**src/rtl/calc_cmd_sequencer_if.sv**
```systemverilog
// Keypad-side and core-side signals of the command sequencer, grouped as one bus.
// The slave modport is the sequencer's view; master is the keypad/core side.
interface calc_cmd_sequencer_if #(
    parameter int DEPTH = 8
);
    localparam int CNT_W = $clog2(DEPTH) + 1;

    logic             key_valid;
    logic [3:0]       key_code;
    logic             key_ready;
    logic [1:0]       core_status;
    logic [3:0]       core_cmd;
    logic             busy;
    logic [CNT_W-1:0] fifo_count;
    logic             timeout_err;
    logic             drop_err;
    logic             clear_err;

    modport master (
        output key_valid, key_code, core_status, clear_err,
        input  key_ready, core_cmd, busy, fifo_count, timeout_err, drop_err
    );

    modport slave (
        input  key_valid, key_code, core_status, clear_err,
        output key_ready, core_cmd, busy, fifo_count, timeout_err, drop_err
    );
endinterface

```
**src/rtl/calc_cmd_sequencer.sv**
```systemverilog
// Queues keypad commands and hands them to the calculator core one at a time,
// using a cmd/ack/done handshake supervised by a timeout.
//
// state       | meaning
// S_IDLE      | waiting for a queued key and a core that accepts commands
// S_ISSUE     | driving the FIFO head on core_cmd for HOLD_CYCLES cycles
// S_WAIT_ACK  | command sent, waiting for the core to leave ready
// S_WAIT_DONE | core working, waiting for ready or error status
// S_ERROR     | handshake timed out, queue flushed, waiting for clear or ready
module calc_cmd_sequencer #(
    parameter int DEPTH       = 8,
    parameter int HOLD_CYCLES = 1,
    parameter int TIMEOUT     = 1024
) (
    input  logic                  i_clk,
    input  logic                  i_rst_n,
    calc_cmd_sequencer_if.slave   io_bus
);
    localparam int PTR_W   = $clog2(DEPTH);
    localparam int CNT_W   = PTR_W + 1;
    localparam int TMR_MAX = (TIMEOUT > HOLD_CYCLES) ? TIMEOUT : HOLD_CYCLES;
    localparam int TMR_W   = $clog2(TMR_MAX) + 1;

    localparam logic [3:0]       NOP       = 4'b1111;
    localparam logic [TMR_W-1:0] HOLD_LAST = TMR_W'(HOLD_CYCLES - 1);
    localparam logic [TMR_W-1:0] TO_LAST   = TMR_W'(TIMEOUT - 1);

    typedef enum logic [2:0] {
        S_IDLE,
        S_ISSUE,
        S_WAIT_ACK,
        S_WAIT_DONE,
        S_ERROR
    } state_t;

    state_t           r_state;
    logic [TMR_W-1:0] r_timer;
    logic [3:0]       r_core_cmd;
    logic             r_timeout_err;
    logic             r_drop_err;
    logic [3:0]       r_mem [DEPTH];
    logic [PTR_W-1:0] r_wr_ptr;
    logic [PTR_W-1:0] r_rd_ptr;
    logic [CNT_W-1:0] r_count;

    logic w_key_ready;
    logic w_push;
    logic w_drop;
    logic w_core_ready;
    logic w_core_err;
    logic w_waiting;
    logic w_wait_exit;
    logic w_timeout;
    logic w_pop;

    assign w_key_ready  = (r_count < CNT_W'(DEPTH));
    assign w_push       = io_bus.key_valid && w_key_ready && (io_bus.key_code != NOP);
    assign w_drop       = io_bus.key_valid && !w_key_ready;
    assign w_core_ready = (io_bus.core_status == 2'b10);
    assign w_core_err   = (io_bus.core_status == 2'b01);
    assign w_waiting    = (r_state == S_WAIT_ACK) || (r_state == S_WAIT_DONE);

    // A completing handshake takes priority over a timeout on the same edge.
    assign w_wait_exit  = ((r_state == S_WAIT_ACK)  && !w_core_ready) ||
                          ((r_state == S_WAIT_DONE) && (w_core_ready || w_core_err));
    assign w_timeout    = w_waiting && !w_wait_exit && (r_timer == TO_LAST);
    assign w_pop        = (r_state == S_ISSUE) && (r_timer == HOLD_LAST);

    always_ff @(posedge i_clk) begin
        if (!i_rst_n) begin
            r_state       <= S_IDLE;
            r_timer       <= '0;
            r_core_cmd    <= NOP;
            r_timeout_err <= 1'b0;
        end else begin
            case (r_state)
                S_IDLE: begin
                    r_timer <= '0;
                    if ((r_count != '0) && (w_core_ready || w_core_err)) begin
                        r_state    <= S_ISSUE;
                        r_core_cmd <= r_mem[r_rd_ptr];
                    end
                end
                S_ISSUE: begin
                    if (w_pop) begin
                        r_state    <= S_WAIT_ACK;
                        r_timer    <= '0;
                        r_core_cmd <= NOP;
                    end else begin
                        r_timer <= r_timer + TMR_W'(1);
                    end
                end
                S_WAIT_ACK: begin
                    if (!w_core_ready) begin
                        r_state <= w_core_err ? S_IDLE : S_WAIT_DONE;
                        r_timer <= '0;
                    end else if (w_timeout) begin
                        r_state <= S_ERROR;
                        r_timer <= '0;
                    end else begin
                        r_timer <= r_timer + TMR_W'(1);
                    end
                end
                S_WAIT_DONE: begin
                    if (w_core_ready || w_core_err) begin
                        r_state <= S_IDLE;
                        r_timer <= '0;
                    end else if (w_timeout) begin
                        r_state <= S_ERROR;
                        r_timer <= '0;
                    end else begin
                        r_timer <= r_timer + TMR_W'(1);
                    end
                end
                S_ERROR: begin
                    r_timer    <= '0;
                    r_core_cmd <= NOP;
                    if (io_bus.clear_err || w_core_ready) begin
                        r_state <= S_IDLE;
                    end
                end
                default: begin
                    r_state    <= S_IDLE;
                    r_timer    <= '0;
                    r_core_cmd <= NOP;
                end
            endcase

            if (w_timeout) begin
                r_timeout_err <= 1'b1;
            end else if (io_bus.clear_err) begin
                r_timeout_err <= 1'b0;
            end
        end
    end

    always_ff @(posedge i_clk) begin
        if (w_push) begin
            r_mem[r_wr_ptr] <= io_bus.key_code;
        end
    end

    always_ff @(posedge i_clk) begin
        if (!i_rst_n) begin
            r_wr_ptr   <= '0;
            r_rd_ptr   <= '0;
            r_count    <= '0;
            r_drop_err <= 1'b0;
        end else begin
            if (w_timeout) begin
                r_wr_ptr <= '0;
                r_rd_ptr <= '0;
                r_count  <= '0;
            end else begin
                if (w_push) begin
                    r_wr_ptr <= r_wr_ptr + PTR_W'(1);
                end
                if (w_pop) begin
                    r_rd_ptr <= r_rd_ptr + PTR_W'(1);
                end
                case ({w_push, w_pop})
                    2'b10:   r_count <= r_count + CNT_W'(1);
                    2'b01:   r_count <= r_count - CNT_W'(1);
                    default: r_count <= r_count;
                endcase
            end

            if (w_drop) begin
                r_drop_err <= 1'b1;
            end else if (io_bus.clear_err) begin
                r_drop_err <= 1'b0;
            end
        end
    end

    assign io_bus.key_ready   = w_key_ready;
    assign io_bus.core_cmd    = r_core_cmd;
    assign io_bus.busy        = (r_state != S_IDLE);
    assign io_bus.fifo_count  = r_count;
    assign io_bus.timeout_err = r_timeout_err;
    assign io_bus.drop_err    = r_drop_err;
endmodule

```
**src/flat_wrapper.sv**
```systemverilog
// flat-port wrapper written by rule: the top's interface ports become plain ports
module calc_cmd_sequencer_flat 
#(
    parameter int DEPTH       = 8,
    parameter int HOLD_CYCLES = 1,
    parameter int TIMEOUT     = 1024
)
  (i_clk, i_rst_n, io_bus_key_valid, io_bus_key_code, io_bus_core_status, io_bus_clear_err, io_bus_key_ready, io_bus_core_cmd, io_bus_busy, io_bus_fifo_count, io_bus_timeout_err, io_bus_drop_err);
  calc_cmd_sequencer_if #(.DEPTH(DEPTH)) io_bus_i ();
  input  logic i_clk;
  input  logic i_rst_n;
  input wire logic [$bits(io_bus_i.key_valid)-1:0] io_bus_key_valid;
  input wire logic [$bits(io_bus_i.key_code)-1:0] io_bus_key_code;
  input wire logic [$bits(io_bus_i.core_status)-1:0] io_bus_core_status;
  input wire logic [$bits(io_bus_i.clear_err)-1:0] io_bus_clear_err;
  output wire logic [$bits(io_bus_i.key_ready)-1:0] io_bus_key_ready;
  output wire logic [$bits(io_bus_i.core_cmd)-1:0] io_bus_core_cmd;
  output wire logic [$bits(io_bus_i.busy)-1:0] io_bus_busy;
  output wire logic [$bits(io_bus_i.fifo_count)-1:0] io_bus_fifo_count;
  output wire logic [$bits(io_bus_i.timeout_err)-1:0] io_bus_timeout_err;
  output wire logic [$bits(io_bus_i.drop_err)-1:0] io_bus_drop_err;
  assign io_bus_i.key_valid = io_bus_key_valid;
  assign io_bus_i.key_code = io_bus_key_code;
  assign io_bus_i.core_status = io_bus_core_status;
  assign io_bus_i.clear_err = io_bus_clear_err;
  assign io_bus_key_ready = io_bus_i.key_ready;
  assign io_bus_core_cmd = io_bus_i.core_cmd;
  assign io_bus_busy = io_bus_i.busy;
  assign io_bus_fifo_count = io_bus_i.fifo_count;
  assign io_bus_timeout_err = io_bus_i.timeout_err;
  assign io_bus_drop_err = io_bus_i.drop_err;
  calc_cmd_sequencer #(.DEPTH(DEPTH), .HOLD_CYCLES(HOLD_CYCLES), .TIMEOUT(TIMEOUT)) u_core (.i_clk(i_clk), .i_rst_n(i_rst_n), .io_bus(io_bus_i));
endmodule
```
**config.mk**
```make
export PLATFORM = sky130hd
export DESIGN_NAME = calc_cmd_sequencer_flat
export DESIGN_NICKNAME = d
export VERILOG_FILES = /design/src/rtl/calc_cmd_sequencer_if.sv /design/src/rtl/calc_cmd_sequencer.sv /design/src/flat_wrapper.sv
export SDC_FILE = /design/constraint.sdc
export NUM_CORES = 1
export LEC_CHECK = 0
export ABC_AREA = 1
export CAP_MARGIN = 20
export CORE_MARGIN = 3
export CORE_UTILIZATION = 50
export CTS_CLUSTER_DIAMETER = 40
export DETAILED_ROUTE_END_ITERATION = 10
export HOLD_SLACK_MARGIN = 0.08
export PLACE_DENSITY_LB_ADDON = 0.2
export SLEW_MARGIN = 20
export SYNTH_ARGS = -nofsm -noshare
export SYNTH_HDL_FRONTEND = slang
export SYNTH_SLANG_ARGS = --single-unit
```
**constraint.sdc**
```tcl
create_clock -name i_clk -period 2.25 [get_ports i_clk]
set_input_delay 0.45 -clock i_clk [delete_from_list [all_inputs] [get_ports i_clk]]
set_output_delay 0.45 -clock i_clk [all_outputs]
set_load 0.01 [all_outputs]
```
==> metrics list, run 1 <==
- Share of post-route cells with drive strength above 1: 0.108
- For this configuration, the core starts out at a cell density of 0.524.
* WHS: between 0.4 and 0.5 ns
- Number of max-capacitance violations reported: 0
- H-tree lvl count: 3
- Post-synth cell types: 21
* Hold Vio Cnt, Final: 0
* Final setup vio count: 0
* Mapped Avg Cell Area: approximately 8.5 um2
- Fraction of power consumed by the clock network: 0.279
- Placer's final routability congestion estimate: about 0.96
- Clock latency reported for the late side of the worst-skew pair: roughly 0.34 ns
- Number of iterations in the first detailed-routing pass: 4
- Of the total power, registers draw 0.391.
- Max clock buf depth: 2
- Area of the core: 5570 um2
- Sort of element at the end of the critical path: flip-flop
* Residual overflow from global routing: 0
* Post-route DRC violation count: 0
- Result of the run: finished, final reports clean
- The first routing iteration left approximately 120 violations.
- Worst path required time: between 2 and 3 ns
* Syn Nets: 361
- The worst register-to-register path begins at u_core.r_state[0].
* Pin count of the biggest net entering global routing: 17
- PortBufs: 21
- Summed over all layers, the routed wires come to about 6000 um.
* Number of standard cells after synthesis: 342
- The smallest clock period supported by the final layout is computed as between 2 and 2.5 ns.
* Clock-pin slew on the worst setup and hold paths: around 0.070 ns
- Buffers added to address setup during post-CTS repair amount to 0.
* Placed instance count: approximately 450
* Cell area after synthesis: between 2000 and 3000 um2
- Setup slack of the critical path after layout: approximately 0.15 ns
- IR analysis of the VDD net gives a maximum drop of slightly above 0.0005 V.
- Category of the most critical setup path: flip-flop to flip-flop
- TritonCTS built the clock tree.
- Fill cells in the final layout number 466.
- Worst setup slack for register-to-register paths: between 0.1 and 0.15 ns
- In the finished design, the share of the clock period the worst path needs comes to 0.934.
- Yosys printed 0 warnings.
* Transition time at the pin with the least slew margin: about 0.50 ns
- Non-filler cells in the finished layout: roughly 470
- Vias per cell: slightly above 5
- The wire-length estimate of the detail-placed layout is 4190 um.
- Num rows: 27
- The worst pin sits at a relative slew slack of 0.664.
- Overall track demand over capacity in global routing: 0.189
- After the last flow step, the layout net total stands at ~410.
- Worst hold path type: flip-flop to flip-flop
* Area of the die: slightly below 7000 um2
- Once layout is done, the placed cells without fillers occupy approximately 3600 um2.
- Endpoint of the worst setup timing path: u_core.io_bus.fifo_count[2]
* R2R depth: 13
- From left edge to right edge, the die measures roughly 82 um.
- PostCTS Resize Cnt: 0
- After detailed routing, the average wire length per cell comes to approximately 13 um.
- Final core occ: 0.646
* Number of placed I/O pins: 22
- For this design, the sink count on the clock tree is between 60 and 70.
- Counting the buffers created by CTS gives 9.
- For the final database, setup skew stands at roughly 0.0077 ns.
- After synthesis the netlist holds a flip-flop and latch count of 65.
- From bottom edge to top edge, the die measures slightly above 80 um.
- Leakage power: 1.53 nW
- Leaving out fill and tap cells, the most frequent cell in the layout is nand2_1.
* Net Switching: 1.24 mW
- The library cells used most frequently in the layout, excluding fill and tap cells, are nand2_1 (92), nor2_1 (45), nand3_1 (45), inv_1 (33), dfxtp_1 (33).
- Sequential cell area fraction in the yosys report: 0.555
- Data arrives at the worst endpoint at 2.36 ns.
* CP Launch Type: flip-flop
* Number of antenna violations at the first check in global routing: 0
* Critical R2R Capture: u_core.io_bus.fifo_count[2]
* Max Slew Vio Count: 0
* Power Dens Cells: 1040 nW/um2
- The number of global-route vias before repair was 2181.
- In this run the worst path has a maximum fanout of 5.
- Remaining number of nets flagged by the antenna check after routing: 0
- 0 antenna diodes ended up in the layout.
* Global-route wire length before repair: between 9000 and 10000 um
- Number of hold buffers added after CTS: 0
* Via count: between 2000 and 2500
* Maximum achievable frequency: ~480 MHz
* Worst setup path start: u_core.r_state[0]
- Cell depth of the worst min-delay path: 1
- Timing analysis after detailed placement gives a worst setup slack of -0.102 ns.
- Layout-stage area growth over the synthesis result: 23.2%
- Internal Dissipation: around 2.5 mW
- Of the total power, the share spent switching nets is 0.332.
- Post-Place Cell Area: about 3400 um2
* CTS Root Buffer Type: clkbuf_8
- Part of the power in combinational logic: 0.330
stage by stage:
| stage | setup TNS, ns | total power, mW |
|---|---|---|
| after detailed placement | -0.139 | 2.71 |
| after global placement | -0.0119 | 2.69 |
| after global routing | -0.0214 | 4.00 |
| after floorplan | 0 | 2.23 |
| final | 0 | 3.75 |
| after CTS | 0 | 3.75 |
worst min-delay path by stage:
stage	start	endpoint	slack [ns]
floorplan	u_core.r_timer[0]	u_core.r_timer[0]	0.43
global placement	u_core.r_timer[0]	u_core.r_timer[0]	0.45
detailed placement	u_core.r_timer[0]	u_core.r_timer[0]	0.46
CTS	u_core.r_timer[0]	u_core.r_timer[0]	0.47
global route	u_core.io_bus.core_cmd[1]	u_core.io_bus.core_cmd[1]	0.51
finish	u_core.r_timer[0]	u_core.r_timer[0]	0.47
kinds of logic after synthesis:
group	count (synthesis)	synth area share
compound gates	19	0.0338
fa+ha+maj	9	0.0385
buf+inv	38	0.0492
flops	65	0.555
xor+xnor	11	0.0330
simple gates	200	0.291
power groups by stage:
stage                     logic [mW]  clock network [mW]  registers, mW
after global placement          1.20                   0           1.48
after CTS                       1.24                1.06           1.46
after floorplan                0.746                   0           1.49
final                           1.24                1.05           1.47
after global routing            1.40                1.12           1.48
after detailed placement        1.22                   0           1.49
critical path: stages (launching register included):
cell,delay (ns)
dfxtp_1,0.40
inv_1,0.07
nor3_2,0.16
inv_1,0.08
nor3_1,0.13
buf_4,0.15
ha_2,0.22
nand2_1,0.07
inv_1,0.08
nor2_1,0.06
ha_1,0.19
a21oi_2,0.13
xor2_1,0.08
a211oi_1,0.19
cell type report:
type	instances	area, um2	share of cell area
flip-flops and latches	65	1620	0.450
multi-input cells	239	1170	0.325
repair buffers	44	385	0.107
clock buffers	10	128	0.0355
inverters	33	124	0.0344
well taps	72	90.1	0.0250
clock inverters	6	82.6	0.0229
synth_stat cells:
cell type  count  area (um2)
xnor2_1        1        8.76
nand2_2        1        6.26
a21oi_1       13        65.1
buf_2          1        5.00
nor3b_1        3        22.5
or2_2          3        18.8
nand4_1        4        25.0
o21ai_0        4        20.0
nand3_1       45         225
clkbuf_1       4        15.0
ha_1           9         113
xor2_1        10        87.6
nand2_1       92         345
nor2_1        45         169
dfxtp_1       33         661
nor3_1         6        30.0
nand3b_1       1        7.51
inv_1         33         124
edfxtp_1      32         961
a31oi_1        1        6.26
a211oi_1       1        7.51
state kept, by name, summed over array words and instances, names as in the netlist, named ones only:
register                   flops
u_core.io_bus.timeout_err      1
u_core.r_timer                11
u_core.r_state                 3
u_core.io_bus.fifo_count       4
u_core.io_bus.drop_err         1
u_core.r_mem                  32
u_core.r_rd_ptr                3
u_core.r_wr_ptr                3
u_core.io_bus.core_cmd         4
per-layer routing:
layer  GRT usage  vias up  wire [um]
met1       0.227     1099       2600
met3      0.0618        7        302
met2       0.317       60       2900
li1            -     1220          -
met4      0.0631        0        102
met5           0        -          0
Note: power is estimated with default switching activity, not from simulation.
==> run 2: changes to the inputs <==
--- a/config.mk
+++ b/config.mk
@@ -13,7 +13,6 @@
 export DETAILED_ROUTE_END_ITERATION = 10
 export HOLD_SLACK_MARGIN = 0.08
 export PLACE_DENSITY_LB_ADDON = 0.2
-export SLEW_MARGIN = 20
 export SYNTH_ARGS = -nofsm -noshare
 export SYNTH_HDL_FRONTEND = slang
 export SYNTH_SLANG_ARGS = --single-unit
==> constraint.sdc (replaced) <==
create_clock -name i_clk -period 2.2 [get_ports i_clk]
set_input_delay 0.44 -clock i_clk [delete_from_list [all_inputs] [get_ports i_clk]]
set_output_delay 0.44 -clock i_clk [all_outputs]
set_load 0.01 [all_outputs]
==> run 2 against run 1 <==
Net effect: hold slack better by 0.0050 ns; sequential share of layout area is 0.29 points lower; critical path depth unchanged; sequential cell count unchanged; non-clock buffer count increased by 5.
==> metrics list, run 2 (synthesis gave the netlist of run 1 again) <==
- Period minus WS final: 2.02 ns
* Category of the most critical setup path: flip-flop to flip-flop
- Hold Vio Cnt, Final: 0
* CP Launch Type: flip-flop
- Entering global routing, the biggest net connects 17 pins.
- Setup violations remaining at the end of the flow were counted as 0.
- In this run, the number of DRC markers left after iteration 0 of detailed routing was ~160.
- The slowest stage of the critical path is the dfxtp_1 cell.
* Global-route wire length before repair: roughly 10000 um
* Top library cells by usage in the layout, fill and taps aside: nand2_1 (92), nor2_1 (45), nand3_1 (45), inv_1 (33)
- CTS tree: yes
* Post-layout net count: 416
- Num rows: 27
* Total Power Consumption: ~3.7 mW
- Detailed placer's ending HPWL: 4400 um
* Most frequent standard cell in the layout excluding fill and tap cells: nand2_1
- Largest register FFs: 32
- The count of final max-slew check failures was 0.
- Clock-pin slew on the worst setup and hold paths: about 0.07 ns
* Critical Path Fanout Max: 4
* Maximum achievable frequency: around 500 MHz
- After routing the design area is approximately 3600 um2.
- Residual overflow from global routing: 0
* Placer's final routability congestion estimate: between 0.9 and 1
- Overall track demand over capacity in global routing: 0.205
* Post-Place Cell Area: 3410 um2
- Summed over all layers, the routed wires come to ~6000 um.
- Layout-stage area growth over the synthesis result: 24.1%
* Area of the die: 6800 um2
- The initial utilization of the core area, before any placement, comes to 0.524.
- For this run, the detailed router's first-pass iteration total came to 4.
* Clock Sink Count: 65
- Vias in the first global route: approximately 2300
- Data on the critical path arrives at its endpoint at 2.23 ns.
* H-tree lvl count: 3
- The largest registers in the layout are u_core.r_mem x32, u_core.r_timer x11.
- The longest clock path from root to sink contains 2 buffers.
- The flow ran to the end, and the final reports show no timing, DRC or antenna violations.
* Maximum VDD drop: ~0.00063 V
- The initial antenna violation count is 0.
- In this run the power density over the cells is a little over 1000 nW/um2.
- At the pin with the least slew margin, the transition time is between 0.4 and 0.5 ns.
- Maximum cell stage delay along the critical path: between 0.3 and 0.4 ns
* TritonCTS Buffers: 9
- Clock skew: between 0.007 and 0.008 ns
* Post-route DRC violation count: 0
- Of the cells placed in the final design, the portion with a size suffix greater than 1 is 0.127.
* WL/cell: between 10 and 15 um
* Clock latency reported for the late side of the worst-skew pair: about 0.33 ns
- Sort of element at the end of the critical path: flip-flop
* Area of the core: 5570 um2
- Leakage power: between 1.5 and 2 nW
- The count of nets left with antenna violations once routing finished came out at 0.
- Setup slack of the critical path after layout: 0.184 ns
* Number of placed I/O pins: 22
- In this run the clock root is driven by a clkbuf_8.
- The routed layout has approximately 2400 vias.
* Number of max-capacitance violations reported: 0
- Critical path, cell by cell: inv_1 > ha_1 > nand3b_1 > nor3_2 > buf_4 > ha_4 > nand2_1 > inv_1 > nor2_1 > ha_1 > a21oi_2 > xor2_1 > a211oi_1
* Number of hold buffers added after CTS: 0
* Post-route fraction of the period consumed by the critical path: 0.917
- The tightest hold path in the finished design has a slack of 0.475 ns.
- The count of buffers added on input and output ports is 21.
- Counting flops per register, the top entry is u_core.r_mem.
- The tightest min-delay check is of the flip-flop to flip-flop type.
- Count of inserted antenna diode cells: 0
* Horizontal extent of the die: 82.5 um
- Data on the critical path is required at its endpoint by roughly 2.4 ns.
* Die span in y: approximately 82 um
- Worst slack at placement: -0.142 ns
- In this run the tightest slew margin relative to its limit is 0.673.
- After detailed routing, the number of vias per cell comes to between 5 and 6.
* Setup repair after global routing missed its margin: no
run 2: cell types whose count changed in the layout (fill, tap and decap cells not counted), moves of 2 or more:
cell and change:
buf_4 +5, clkinv_2 +3, bufinv_16 -2, clkbuf_1 +2, clkinv_1 -2, clkinvlp_4 -2
run 2: where the power goes:
group | total, mW | internal (mW) | switching [mW] | leakage, nW
sequential | 1.51 | 1.40 | 0.110 | 0.559
clock | 0.893 | 0.473 | 0.420 | 0.0923
combinational | 1.30 | 0.560 | 0.739 | 0.896
total | 3.70 | 2.43 | 1.27 | 1.55
run 2: path summary, 6_finish.rpt:
| kind | slack, ns | end | from | cells past startpoint |
|---|---|---|---|---|
| setup / recovery | 0.18 | u_core.io_bus.fifo_count[2] | u_core.r_timer[0] | 13 |
| hold / removal | 0.47 | u_core.io_bus.core_cmd[2] | u_core.io_bus.core_cmd[2] | 2 |
| setup reg to reg | 0.18 | u_core.io_bus.fifo_count[2] | u_core.r_timer[0] | 13 |
| hold reg to reg | 0.47 | u_core.io_bus.core_cmd[2] | u_core.io_bus.core_cmd[2] | 2 |
run 2: per-stage QoR:
stage | util | TNS (ns) | instances
floorplan | - | 0 | 342
global placement | 0.612 | -0.0504 | 458
detailed placement | 0.612 | -0.302 | 458
CTS | 0.645 | 0 | 474
global route | 0.651 | 0 | 474
finish | 0.651 | 0 | 474
run 2: area by class of cell:
| type | instances | area, um2 |
|---|---|---|
| multi-input combinational | 239 | 1190 |
| clock inverter | 3 | 15.0 |
| tap | 72 | 90.1 |
| fill | 473 | 1950 |
| inverter | 33 | 124 |
| timing repair buffer | 49 | 423 |
| sequential | 65 | 1620 |
| clock buffer | 13 | 160 |
run 2: per-layer routing:
layer	track usage	routed length [um]	vias to the layer above
met5	0	0	-
met1	0.245	2750	1071
met3	0.0499	289	15
met4	0.0963	122	0
li1	-	-	1230
met2	0.345	2980	55
run 2: critical path, delay by kind of cell (launching register included):
family | cells | cell delay [ns]
xor gates and xnor gates | 1 | 0.16
AOI/OAI and AO/OA | 2 | 0.21
and+or+nand+nor | 4 | 0.38
buffers and inverters | 3 | 0.29
DFF | 1 | 0.34
adders and majority gates | 3 | 0.52
run 2: timing repair:
action,CTS,global route
gates resized for setup,1,7
pin swaps,0,1
endpoints found under the hold margin,0,0
setup buffers,0,0
endpoints found under the setup margin,1,3
==> edit 1 (config.mk and constraints of run 2) <==
Re-encode `state_t` (5 states) as one-hot, 5 bits wide.
--- a/src/rtl/calc_cmd_sequencer.sv
+++ b/src/rtl/calc_cmd_sequencer.sv
@@ -25,12 +25,12 @@
     localparam logic [TMR_W-1:0] HOLD_LAST = TMR_W'(HOLD_CYCLES - 1);
     localparam logic [TMR_W-1:0] TO_LAST   = TMR_W'(TIMEOUT - 1);
 
-    typedef enum logic [2:0] {
-        S_IDLE,
-        S_ISSUE,
-        S_WAIT_ACK,
-        S_WAIT_DONE,
-        S_ERROR
+    typedef enum logic [4:0] {
+        S_IDLE      = 5'b00001,
+        S_ISSUE     = 5'b00010,
+        S_WAIT_ACK  = 5'b00100,
+        S_WAIT_DONE = 5'b01000,
+        S_ERROR     = 5'b10000
     } state_t;
 
     state_t           r_state;
Behaviour: same outputs for any inputs over 10 cycles, from zero or initial values and one cycle with i_rst_n low; not proved beyond that.
==> edit 1 against run 2 <==
Synthesized area rose by 7.9%. Worst setup slack got worse by 0.094 ns. Wire length rose by 2.5%. Sequential cell count rose by 2. Sequential power fell by 4%. First-iteration DRC count fell by 0.63%. Design area rose by 8.0%. Maximum frequency fell by 4.4%. Total power fell by 4.9%. Critical endpoint is now u_core.io_bus.fifo_count[3]. Largest power group unchanged.
==> edit 1: results (changes against run 2) <==
stage	metric	value	unit	change
outcome	outcome	finished clean		
cells_and_area	drive_above_1_share	0.199		+0.0717
floorplan	die_area	0.00730	sq mm	+7.3%
worst_setup_path	crit_arrival	2.35	ns	+0.12 ns
cells_and_area	seq_area_frac	0.425		-0.0228
power_and_ir_drop	sw_frac_of_total	0.288		-0.0551
logic_synthesis	synth-compound-area-share	0.0472		+0.0134
cells_and_area	nNonClkBuffers	48		-2.0%
placement	finalWeightedCongestion	0.823		-11%
cells_and_area	multi_input_gates	241		+0.84%
cells_and_area	area_delta_synth_final	24.1	%	about the same
routing	vias	2461		+3.8%
grt	grt_util_all_layers	0.184		-0.0203
placement	post-place-cells	470		+2.6%
logic_synthesis	synthAdderAreaFrac	0.0420		+0.00352
grt	grt_pass1_vias	2349		+0.99%
logic_synthesis	synthTopCellsByArea	edfxtp_1, dfxtp_1, nand2_1		
timing	skew	0.00736	ns	-0.000200 ns
placement	dp_hpwl	4630	um	+5.2%
power_and_ir_drop	ir_drop	0.000513	V	-19%
cells_and_area	layout_top_registers	u_core.r_mem x32, u_core.r_timer x11, u_core.r_state x5		
logic_synthesis	syn-num-nets	374		+3.6%
placement	dp_slack	-0.307	ns	-0.165 ns
power_and_ir_drop	p_leak	1.63	nW	+5.5%
routing	wirelength	6300	um	+2.5%
timing	worst_pin_slew	0.472	ns	-0.0180 ns
power_and_ir_drop	power.total	3.52	mW	-4.9%
logic_synthesis	ys_seq_area_frac	0.527		-0.0280
clock_tree	cts_setup_buffers	1		+1
cells_and_area	fillers	522		+10%
placement	placed_area	0.00361	sq mm	+5.8%
routing	drt_first_iter_violations	157		-0.63%
cells_and_area	multi_input_area_share	0.342		+0.0135
grt	grt_first_pass_wirelength	10600	um	+4.4%
cells_and_area	final_nets	428		+2.9%
logic_synthesis	ys_types	33		+57%
logic_synthesis	synthCells	354		+3.5%
cells_and_area	clkCellAreaFrac	0.0633		+0.0150
clock_tree	cts_resized	2		+1
power_and_ir_drop	comb_power	813	uW	-37%
==> edit 1: cell types whose count changed in the layout (fill, tap and decap cells not counted), moves of 4 or more <==
cell and change:
nor2_4 +4, nor3_1 +4, nand3_1 +4, inv_2 +4, nor2_2 +7, nand2_2 +5
nor2_1 -11, nand2_1 -16
==> edit 1: path summary, 6_finish.rpt <==
kind	startpoint	to	slack [ns]	cells past startpoint
setup / recovery	u_core.r_timer[0]	u_core.io_bus.fifo_count[3]	0.09	14
hold / removal	u_core.io_bus.core_cmd[1]	u_core.io_bus.core_cmd[1]	0.46	2
setup reg to reg	u_core.r_timer[0]	u_core.io_bus.fifo_count[3]	0.09	14
hold reg to reg	u_core.io_bus.core_cmd[1]	u_core.io_bus.core_cmd[1]	0.46	2
==> edit 1: per-layer routing <==
metal,track usage,share of wire,up-vias
met1,0.236,0.46,1123
met5,0,0,-
met2,0.305,0.48,49
met3,0.0350,0.040,8
li1,-,-,1281
met4,0.0777,0.014,0
==> edit 2 (settings of run 2) <==
Without the edit above. `DEPTH` is set to 8 in 3 places; all go to 16.
--- a/src/rtl/calc_cmd_sequencer_if.sv
+++ b/src/rtl/calc_cmd_sequencer_if.sv
@@ -1,7 +1,7 @@
 // Keypad-side and core-side signals of the command sequencer, grouped as one bus.
 // The slave modport is the sequencer's view; master is the keypad/core side.
 interface calc_cmd_sequencer_if #(
-    parameter int DEPTH = 8
+    parameter int DEPTH = 16
 );
     localparam int CNT_W = $clog2(DEPTH) + 1;
 
--- a/src/rtl/calc_cmd_sequencer.sv
+++ b/src/rtl/calc_cmd_sequencer.sv
@@ -8,7 +8,7 @@
 // S_WAIT_DONE | core working, waiting for ready or error status
 // S_ERROR     | handshake timed out, queue flushed, waiting for clear or ready
 module calc_cmd_sequencer #(
-    parameter int DEPTH       = 8,
+    parameter int DEPTH       = 16,
     parameter int HOLD_CYCLES = 1,
     parameter int TIMEOUT     = 1024
 ) (
--- a/src/flat_wrapper.sv
+++ b/src/flat_wrapper.sv
@@ -1,7 +1,7 @@
 // flat-port wrapper written by rule: the top's interface ports become plain ports
 module calc_cmd_sequencer_flat 
 #(
-    parameter int DEPTH       = 8,
+    parameter int DEPTH       = 16,
     parameter int HOLD_CYCLES = 1,
     parameter int TIMEOUT     = 1024
 )
Interface: changed (resized io_bus_fifo_count); port bits go from 22 to 23. The function was not compared with the original's and may differ.
==> edit 2 against run 2 <==
Critical path depth increased by 2. Count of clock-buffer cells in the layout fell by 3. Die area grew 53%. Total power up 39%. Design area is 51% higher. Non-clock buffer count up 7. Worst setup slack got worse by 0.15 ns. Synthesized area is 58% higher. Wire length up 61%. Via count rose by 48%. Sequential cell count increased by 36. Largest cell class unchanged.
==> edit 2: results (changes against run 2) <==
stage	metric	value	unit	change
grt	grtUsageMet1	0.264		+0.0193
placement	post-place-cells	645		+41%
worst_setup_path	cp_max_fo	3		-1
grt	gr-usage-met2	0.330		-0.0155
power_and_ir_drop	comb_power	1.71	mW	+32%
placement	dp_slack	-0.306	ns	-0.164 ns
logic_synthesis	syn-num-nets	519		+44%
grt	top_usage_layer	met2		
placement	finalWeightedCongestion	0.839		-9.7%
routing	wirelength	9890	um	+61%
cells_and_area	drive_above_1_share	0.149		+0.0224
logic_synthesis	ys_top_cells_by_count	nand2_1, inv_1, edfxtp_1		
grt	grt_first_pass_wirelength	15900	um	+57%
clock_tree	path_clk_slew	0.09	ns	+0.02 ns
logic_synthesis	synthTopCellsByArea	edfxtp_1, dfxtp_1, nand2_1		
grt	grt_max_degree	65		+48
placement	dp_hpwl	6810	um	+55%
clock_tree	root_buffer	clkbuf_8		
clock_tree	htreeDepth	3		unchanged
power_and_ir_drop	p_leak	2.18	nW	+41%
timing	relSlewSlack	0.712		+0.0388
power_and_ir_drop	sw_frac_of_total	0.334		-0.00834
logic_synthesis	yosys_warnings	0		unchanged
clock_tree	cts_max_path_buffers	2		unchanged
grt	grt_pass1_vias	3342		+44%
logic_synthesis	synth-edff-count	64		+100%
worst_setup_path	crit_arrival	2.46	ns	+0.23 ns
power_and_ir_drop	ir_drop	0.000656	V	+3.5%
logic_synthesis	synth-main-ff-cell	edfxtp_1		
logic_synthesis	async_flop_share	0		unchanged
cells_and_area	largest_reg_flops	64		+100%
power_and_ir_drop	pg_clk	1.15	mW	+29%
cells_and_area	regMostFlops	u_core.r_mem		
timing	skew	0.00839	ns	+0.000828 ns
clock_tree	clk_latency	0.36	ns	+0.03 ns
logic_synthesis	syn_area_per_cell	9.29	sq um	+8.7%
grt	use_met3	0.0410		-0.00894
worst_setup_path	r2r_start	u_core.r_timer[1]		
cells_and_area	antennaDiodeCount	0		unchanged
cells_and_area	layout.cells.non_filler	664		+40%
placement	placed_area	0.00515	sq mm	+51%
routing	drt_first_pass_iters	4		unchanged
min_path	min_path_type	register to register		
outcome	outcome	finished clean		
grt	grt_util_all_layers	0.198		-0.00630
routing	via_per_inst	5.29		+5.8%
clock_tree	cts_made_buffers	9		unchanged
cells_and_area	final_nets	574		+38%
routing	drt_first_iter_violations	270		+71%
power_and_ir_drop	combPwrFrac	0.333		-0.018
cells_and_area	fillers	738		+56%
logic_synthesis	ys_types	32		+52%
logic_synthesis	ys_seq_area_frac	0.578		+0.0228
placement	numPortBuffers	22		+4.8%
min_path	hp-start	u_core.io_bus.drop_err		
## edit 2: cell types whose count changed after synthesis, moves of 4 or more
cell	change
o211ai_1	+16
dfxtp_1	+4
nor2_1	+4
a21oi_1	+23
inv_1	+41
edfxtp_1	+32
buf_2	+4
ha_1	+4
o21ai_0	+16
## edit 2: path summary, 6_finish.rpt
path	end	slack, ns	cells past startpoint
min	u_core.io_bus.drop_err	0.47	2
min reg2reg	u_core.io_bus.drop_err	0.47	2
max	u_core.io_bus.fifo_count[4]	0.03	15
max reg2reg	u_core.io_bus.fifo_count[4]	0.03	15
## edit 2: metal layers
layer	routed length, um	vias up
li1	-	1747
met5	0	-
met4	146	0
met2	4820	83
met1	4490	1671
met3	431	12
## edit 2: layout make-up
cell class / instances / area [sq um] / area share
sequential: 101 / 2670 / 0.488
multi-input combinational: 305 / 1690 / 0.309
timing repair buffer: 56 / 488 / 0.0893
inverter: 78 / 293 / 0.0536
tap: 108 / 135 / 0.0247
clock buffer: 10 / 128 / 0.0234
clock inverter: 6 / 63.8 / 0.0117
## edit 2: kinds of logic after synthesis
family          synth area share
flops                      0.578
xor+xnor                  0.0209
buf+inv                   0.0755
compound gates            0.0936
fa+ha+maj                 0.0353
simple gates               0.197
## edit 2: critical path, cell delays in order, from the launching register on
cell and delay [ns]:
dfxtp_2 0.34, inv_2 0.06, ha_4 0.13, nand4_1 0.07
nand3b_1 0.19, inv_2 0.11, ha_4 0.17, xor2_4 0.17
ha_2 0.20, inv_2 0.04, nand2_2 0.06, nand3_2 0.07
nand2_1 0.10, xor2_1 0.16, nand2_1 0.10, a21oi_2 0.14
## edit 2: repair_timing
item                       in CTS  in global routing
setup buffers                   0                  3
pin swaps                       1                  6
setup endpoints to repair       3                  4
resized for setup               6                 19
